$ cat src/rtl/shift_pipe_pkg.sv
// Shared constants for the shift_pipe block: mode encodings seen on the mode port.
package shift_pipe_pkg;

    localparam logic [1:0] MODE_HOLD   = 2'b00;
    localparam logic [1:0] MODE_SHIFT  = 2'b01;
    localparam logic [1:0] MODE_ROTATE = 2'b10;
    localparam logic [1:0] MODE_CLEAR  = 2'b11;

endpackage

$ cat src/rtl/shift_pipe_dff_stage.sv
// One WIDTH-bit pipeline stage: enabled D flip-flop with async active-low reset.
module dff_stage #(
    parameter int WIDTH = 1
) (
    input  logic             clk_i,
    input  logic             rst_ni,
    input  logic             en_i,
    input  logic [WIDTH-1:0] d_i,
    output logic [WIDTH-1:0] q_o
);

    logic [WIDTH-1:0] data_q;

    always_ff @(posedge clk_i or negedge rst_ni) begin
        if (!rst_ni)   data_q <= '0;
        else if (en_i) data_q <= d_i;
    end

    assign q_o = data_q;

endmodule

$ cat src/rtl/shift_pipe.sv
// Shift/rotate/clear register pipeline with occupancy count and a selectable tap.
module shift_pipe
    import shift_pipe_pkg::*;
#(
    parameter int WIDTH = 1,
    parameter int DEPTH = 4
) (
    input  logic                       clk,
    input  logic                       rst_n,
    input  logic                       en,
    input  logic [1:0]                 mode,
    input  logic [WIDTH-1:0]           d,
    input  logic [$clog2(DEPTH)-1:0]   tap_sel,
    output logic [WIDTH-1:0]           q,
    output logic [WIDTH-1:0]           q_tap,
    output logic [$clog2(DEPTH+1)-1:0] fill,
    output logic                       full
);

    localparam int            FW       = $clog2(DEPTH+1);
    localparam logic [FW-1:0] FILL_MAX = FW'(DEPTH);

    logic [DEPTH-1:0][WIDTH-1:0] stage_q, stage_d;
    logic                        stage_en;
    logic [FW-1:0]               fill_q, fill_d;

    // Hold is folded into the stage enable, so the data mux only covers shift/rotate/clear.
    assign stage_en = en && (mode != MODE_HOLD);

    always_comb begin
        stage_d = '0;
        case (mode)
            MODE_SHIFT:  stage_d[0] = d;
            MODE_ROTATE: stage_d[0] = stage_q[DEPTH-1];
            default:     stage_d[0] = '0;
        endcase
        for (int i = 1; i < DEPTH; i++) begin
            stage_d[i] = (mode == MODE_CLEAR) ? '0 : stage_q[i-1];
        end
    end

    for (genvar g = 0; g < DEPTH; g++) begin : g_stage
        dff_stage #(.WIDTH(WIDTH)) u_stage (
            .clk_i  (clk),
            .rst_ni (rst_n),
            .en_i   (stage_en),
            .d_i    (stage_d[g]),
            .q_o    (stage_q[g])
        );
    end

    always_comb begin
        fill_d = fill_q;
        if (en) begin
            case (mode)
                MODE_SHIFT: if (fill_q != FILL_MAX) fill_d = fill_q + 1'b1;
                MODE_CLEAR: fill_d = '0;
                default:    fill_d = fill_q;
            endcase
        end
    end

    always_ff @(posedge clk or negedge rst_n) begin
        if (!rst_n) fill_q <= '0;
        else        fill_q <= fill_d;
    end

    // Out-of-range selects only exist for non-power-of-two DEPTH; they read as zero.
    always_comb begin
        q_tap = '0;
        if (int'(tap_sel) < DEPTH) q_tap = stage_q[tap_sel];
    end

    assign q    = stage_q[DEPTH-1];
    assign fill = fill_q;
    assign full = (fill_q == FILL_MAX);

endmodule

$ cat config.mk
export PLATFORM = sky130hd
export DESIGN_NAME = shift_pipe
export DESIGN_NICKNAME = d
export VERILOG_FILES = /design/src/rtl/shift_pipe_pkg.sv /design/src/rtl/shift_pipe_dff_stage.sv /design/src/rtl/shift_pipe.sv
export SDC_FILE = /design/constraint.sdc
export NUM_CORES = 1
export LEC_CHECK = 0
export ABC_AREA = 0
export BUFFER_PORTS_ARGS = -buffer_cell sky130_fd_sc_hd__clkbuf_2
export CAP_MARGIN = 30
export CORE_AREA = 2 2 39 41
export CTS_CLUSTER_SIZE = 16
export DETAILED_ROUTE_END_ITERATION = 10
export DIE_AREA = 0 0 41 43
export PLACE_DENSITY = 0.67
export SYNTH_ARGS = -nofsm -noshare
export SYNTH_HDL_FRONTEND = slang
export SYNTH_HIERARCHICAL = 1
export SYNTH_SLANG_ARGS = --single-unit
$ cat constraint.sdc
create_clock -name clk -period 1.8 [get_ports clk]
set_input_delay 0.27 -clock clk [delete_from_list [all_inputs] [get_ports clk]]
set_output_delay 0.27 -clock clk [all_outputs]
set_load 0.02 [all_outputs]
Word level (Yosys, flattened, before mapping):

Index checks and enable logic that the tools add are counted.

* register bits: 7
* bits of input ports: 8
* output and inout bits: 6
* logic and storage cells: 25

* add/sub/neg operators: 1
* order comparisons: 1
* equal/unequal tests: 6
* muxes and demuxes: 8
* reduce and logical (&&, ||, !) cells: 4

Operators with widths (number)
* case mux 3 bit (2 select lines): 1
* equality test 2 bit, second input constant: 2
* two-way mux 1 bit: 4
* nonzero test 2 bit: 2
* adder 3 x 1 -> 3 bit, second input constant: 1
* equality test 3 bit, second input constant: 1
* less-than comparator 2 x 3 -> 1 bit, second input constant: 1
* two-way mux 3 bit: 1
* inequality test 3 bit, second input constant: 1
* AND reduction 3 bit: 1
* binary-select mux 1 bit (select 2 bit): 1
* equality test 2 x 1 -> 1 bit, second input constant: 1
* inequality test 2 bit, second input constant: 1
* case mux 1 bit (2 select lines): 1
* logical AND 1 bit: 1

Longest topological paths before layout:

* depth after elaboration: 3
* depth in mapped cells: 6
* gate-level depth less buffers: 5

Modules after synthesis:

The synthesis kept the hierarchy.

Modules (own cells, without submodules)
* shift_pipe: instances 1, cells each 38, area an instance 339.1 µm²
* dff_stage: instances 4, cells each 2, area an instance 40.0 µm²

Worst setup path after synthesis:

OpenSTA, ideal clock, no wires.

* kind: register to register
* start: register fill_q[0], in the netlist fill[0]
* end: register fill_q[0], in the netlist fill[0]
* arrival: 1.520 ns
* data required time: 1.674 ns
* slack: 0.154 ns
* stages on the path, launching flop included: 7
* path buffers: 1
* period minus slack after synthesis: 1.646 ns
* cell sequence: dfrtp_1 -> inv_1 -> ha_1 -> and2_4 -> buf_6 -> a21o_1 -> a221o_1

* longest elaborated chain between the ends: 3

RTL lines
* from (decl): RTL line shift_pipe.sv:25 `logic [FW-1:0] fill_q, fill_d;`
* from (signal assigned): RTL line shift_pipe.sv:65 `else fill_q <= fill_d;`
* adder 3 x 1 -> 3 bit or inequality test 3 bit (tied branches): RTL line shift_pipe.sv:56 `MODE_SHIFT: if (fill_q != FILL_MAX) fill_d = fill_q + 1'b1;`
* two-way mux 3 bit or inequality test 2 bit (tied branches)
* case mux 3 bit (2 select lines) or AND reduction 3 bit (tied branches)

Parallel ways exist; a longest one is shown, timed or not. The select of a mux whose other input is x is not followed.
A chain may end at the register's enable or synchronous reset.

Worst setup path in the final report:

* start: register g_stage[3].u_stage.data_q
* end: output q_tap

* longest elaborated chain between the ends: 2

RTL lines
* from (decl): RTL line shift_pipe_dff_stage.sv:12 `logic [WIDTH-1:0] data_q;`
* from (signal assigned): RTL line shift_pipe_dff_stage.sv:16 `else if (en_i) data_q <= d_i;`
* binary-select mux 1 bit (select 2 bit): RTL line shift_pipe.sv:71 `if (int'(tap_sel) < DEPTH) q_tap = stage_q[tap_sel];`
* two-way mux 1 bit (implied by the code): RTL line shift_pipe.sv:71
* to (decl): RTL line shift_pipe.sv:15 `output logic [WIDTH-1:0] q_tap,`

Every way passes these cells. The select of a mux whose other input is x is not followed.

==> results.tsv <==
stage	metric	value	unit
routing	dr_total_vias	399	
setup_path	crit_fanout	4	
routing	wl	947	µm
setup_path	critical_path.top_delay_family	multiplexers	
grt	grt_start_max_net_pins	10	
floorplan	core.rowCount	14	
routing	drtPass1Iterations	4	
floorplan	die_w	41	µm
clocking	cts-root-buf	clkbuf_4	
sta	maxSlewHeadroom	68.00	%
routing	drc	0	
clocking	cts_resized	0	
setup_path	r2r-start	fill[0]	
synth	synth_fp_nets	60	
clocking	cts_setup_buffers	0	
clocking	clkLatencyLatePin	250	ps
grt	grt_use_total	13.52	%
grt	antenna_found_initial	0	
setup_path	critPathRequiredTime	1530	ps
grt	grt_pass1_wl	1.538	mm
synth	synth-seq-cells	7	
floorplan	initial_core_util	36.08	%
sta	fin_setup_tns	0	ps
sta	hold_violations	0	
clocking	cts_max_path_buffers	2	
status	outcome	complete, no violations	
routing	vias_per_cell	5.115	
floorplan	ios	14	
synth	synth.top_cell.area_share	35.09	%
sta	setup-violations-final	0	
setup_path	critPathLaunchType	flop	
setup_path	reg2regPathDepth	5	
cells_and_area	final_nets	77	
synth	avgSynthCellArea	10.85	µm²
setup_path	path_cells	mux4_2, clkbuf_2	
setup_path	criticalPathCategory	flop to primary output	
sta	finalCritPeriodShare	87.27	%
flow_run	maxCapViolCount	0	
sta	fin_crit	1571	ps
sta	worst_pin_slew	478.2	ps
placement	globalplace.congestion	0.7372	
setup_path	critPathBufInv	1	
floorplan	die_h	43	µm
clocking	cts_tree	built	
routing	post_drt_wl_per_cell	12.14	µm
setup_path	cp.arrival	1300	ps
placement	place_hpwl	763.1	µm
synth	syn_area	499.2	µm²
synth	yosysUniqueCellTypes	20	
setup_path	crit_path_top_delay_cell	mux4_2	
sta	fin_skew	2.059	ps
setup_path	r2r_end	fill[0]	
sta	fmax	636.6	MHz
pwr	powerDensity	995.1	mW/mm²
placement	portBuffers	13	
routing	ant_nets	0	
floorplan	coreArea	0.001384	mm²
clocking	htreeDepth	1	
cells_and_area	drive_gt1_share	37.10	%
pwr	vdd_drop_max	0.2818	mV
setup_path	r2r_slack	300	ps
min_path	min_path_type	input pin to async pin	
sta	rsz0062_at_grt	no	
setup_path	cp-end-kind	primary output	
clocking	cts_buffers	3	
grt	overflow	0	
synth	syn-instance-count	46	
sta	maxSlewViolCount	0	
clocking	cts_sinks	7	
cells_and_area	fillers	143	
synth	seq_area_frac_synth	35.09	%
grt	grt_pass1_vias	374	
synth	yosys_warnings	6	
pwr	p_leak	0.3341	nW
routing	drtIter0Drc	4	
sta	hold_slack	384.2	ps
clocking	cts.clk_slew.worst_paths	50	ps
floorplan	die-area	0.001763	mm²
synth	ys_top_cells_by_area	dfrtp_1 (35%), ha_1 (15%), mux2_4 (12%)	
cells_and_area	syn2layout_area_growth	21.30	%
setup_path	cpPeakStageDelay	470	ps
cells_and_area	diodes	0	
synth	synth.largest_area_cell	dfrtp_1	
==> cell type report <==
type	count	area [µm²]	share of cell area, %
Tap cell	16	20.02	3.306
Inverter	5	18.77	3.099
Multi-Input combinational cell	32	290.3	47.93
Sequential cell	7	175.2	28.93
Clock buffer	4	26.28	4.339
Timing Repair Buffer	14	75.07	12.40
==> power breakdown <==
| group | switching (W) | internal [W] | total, W | leakage [nW] |
|---|---|---|---|---|
| combinational | 0.000125 | 0.000104 | 0.000228 | 0.227 |
| clock | 0.0000577 | 0.0000846 | 0.000142 | 0.0150 |
| sequential | 0.0000395 | 0.000193 | 0.000232 | 0.0923 |
| total | 0.000222 | 0.000381 | 0.000603 | 0.334 |
==> flip-flops by register name (all words and copies together), names as in the netlist <==
register	cells
fill	3
g_stage.u_stage/q_o	4
==> cell families (layout without fill, tap and decap cells) <==
logic type	after synthesis	after routing	share of synthesized area, %
simple gates	14	14	16.79
buf+inv	7	23	6.766
compound gates	7	7	9.775
fa+ha+maj	6	6	15.04
flops	7	7	35.09
mux	5	5	16.54
==> layout by cell type, fill, tap and decap left out, drive strengths merged, types with 2 or more instances in the layout <==
cell type  synthesis  final
ha                 6      6
nand2              2      2
mux2               4      4
nor2b              4      4
nor3               2      2
clkbuf             1     17
dfrtp              7      7
nor2               3      3
o21ai              2      2
inv                5      5
==> synthesized netlist by cell type <==
cell type and count:
a21oi_1 1, and2_4 1, nor4b_1 1, a221o_1 1
a21o_1 1, nor3_1 2, nand2_1 2, clkbuf_1 1
mux2_4 4, ha_1 6, buf_6 1, and4bb_2 1
nor2b_1 4, inv_1 5, a211o_1 1, dfrtp_1 7
a22oi_1 1, nor2_1 3, mux4_2 1, o21ai_0 2
==> repair_timing <==
item                       4_1_cts  5_1_grt
setup endpoints to repair        0        0
hold endpoints to repair         7        0
hold buffers                     1        0
==> metrics by stage <==
step	std cells	util, %	power (W)	setup slack (ps)	area [µm²]
6_report	78	43.76	0.0006026	229.2	605.6
5_1_grt	78	43.76	0.0006556	190.9	605.6
4_1_cts	78	43.76	0.0006080	217.3	605.6
3_5_place_dp	73	41.14	0.0004636	311.4	569.3
3_3_place_gp	73	41.14	0.0004586	343.6	569.3
2_1_floorplan	46	-	0.0003974	154.4	499.2
==> worst max path at each step <==
stage                                      start  endpoint  slack [ps]  depth (start not counted)
after global placement                   fill[0]   fill[0]         340                          5
after CTS                 g_stage[3].u_stage/q_o     q_tap         220                          2
after global routing      g_stage[3].u_stage/q_o     q_tap         190                          2
after detailed placement                 fill[0]   fill[0]         310                          5
after floorplan                          fill[0]   fill[0]         150                          6
final                     g_stage[3].u_stage/q_o     q_tap         230                          2
==> metal layers <==
metal / vias up / routed length, µm / track usage, %
li1: 190 / - / -
met1: 192 / 444 / 16.99
met2: 15 / 439 / 18.13
met3: 2 / 49 / 6.283
met4: 0 / 13 / 8.000
met5: - / 0 / 0
(Power assumes the default switching activity.)
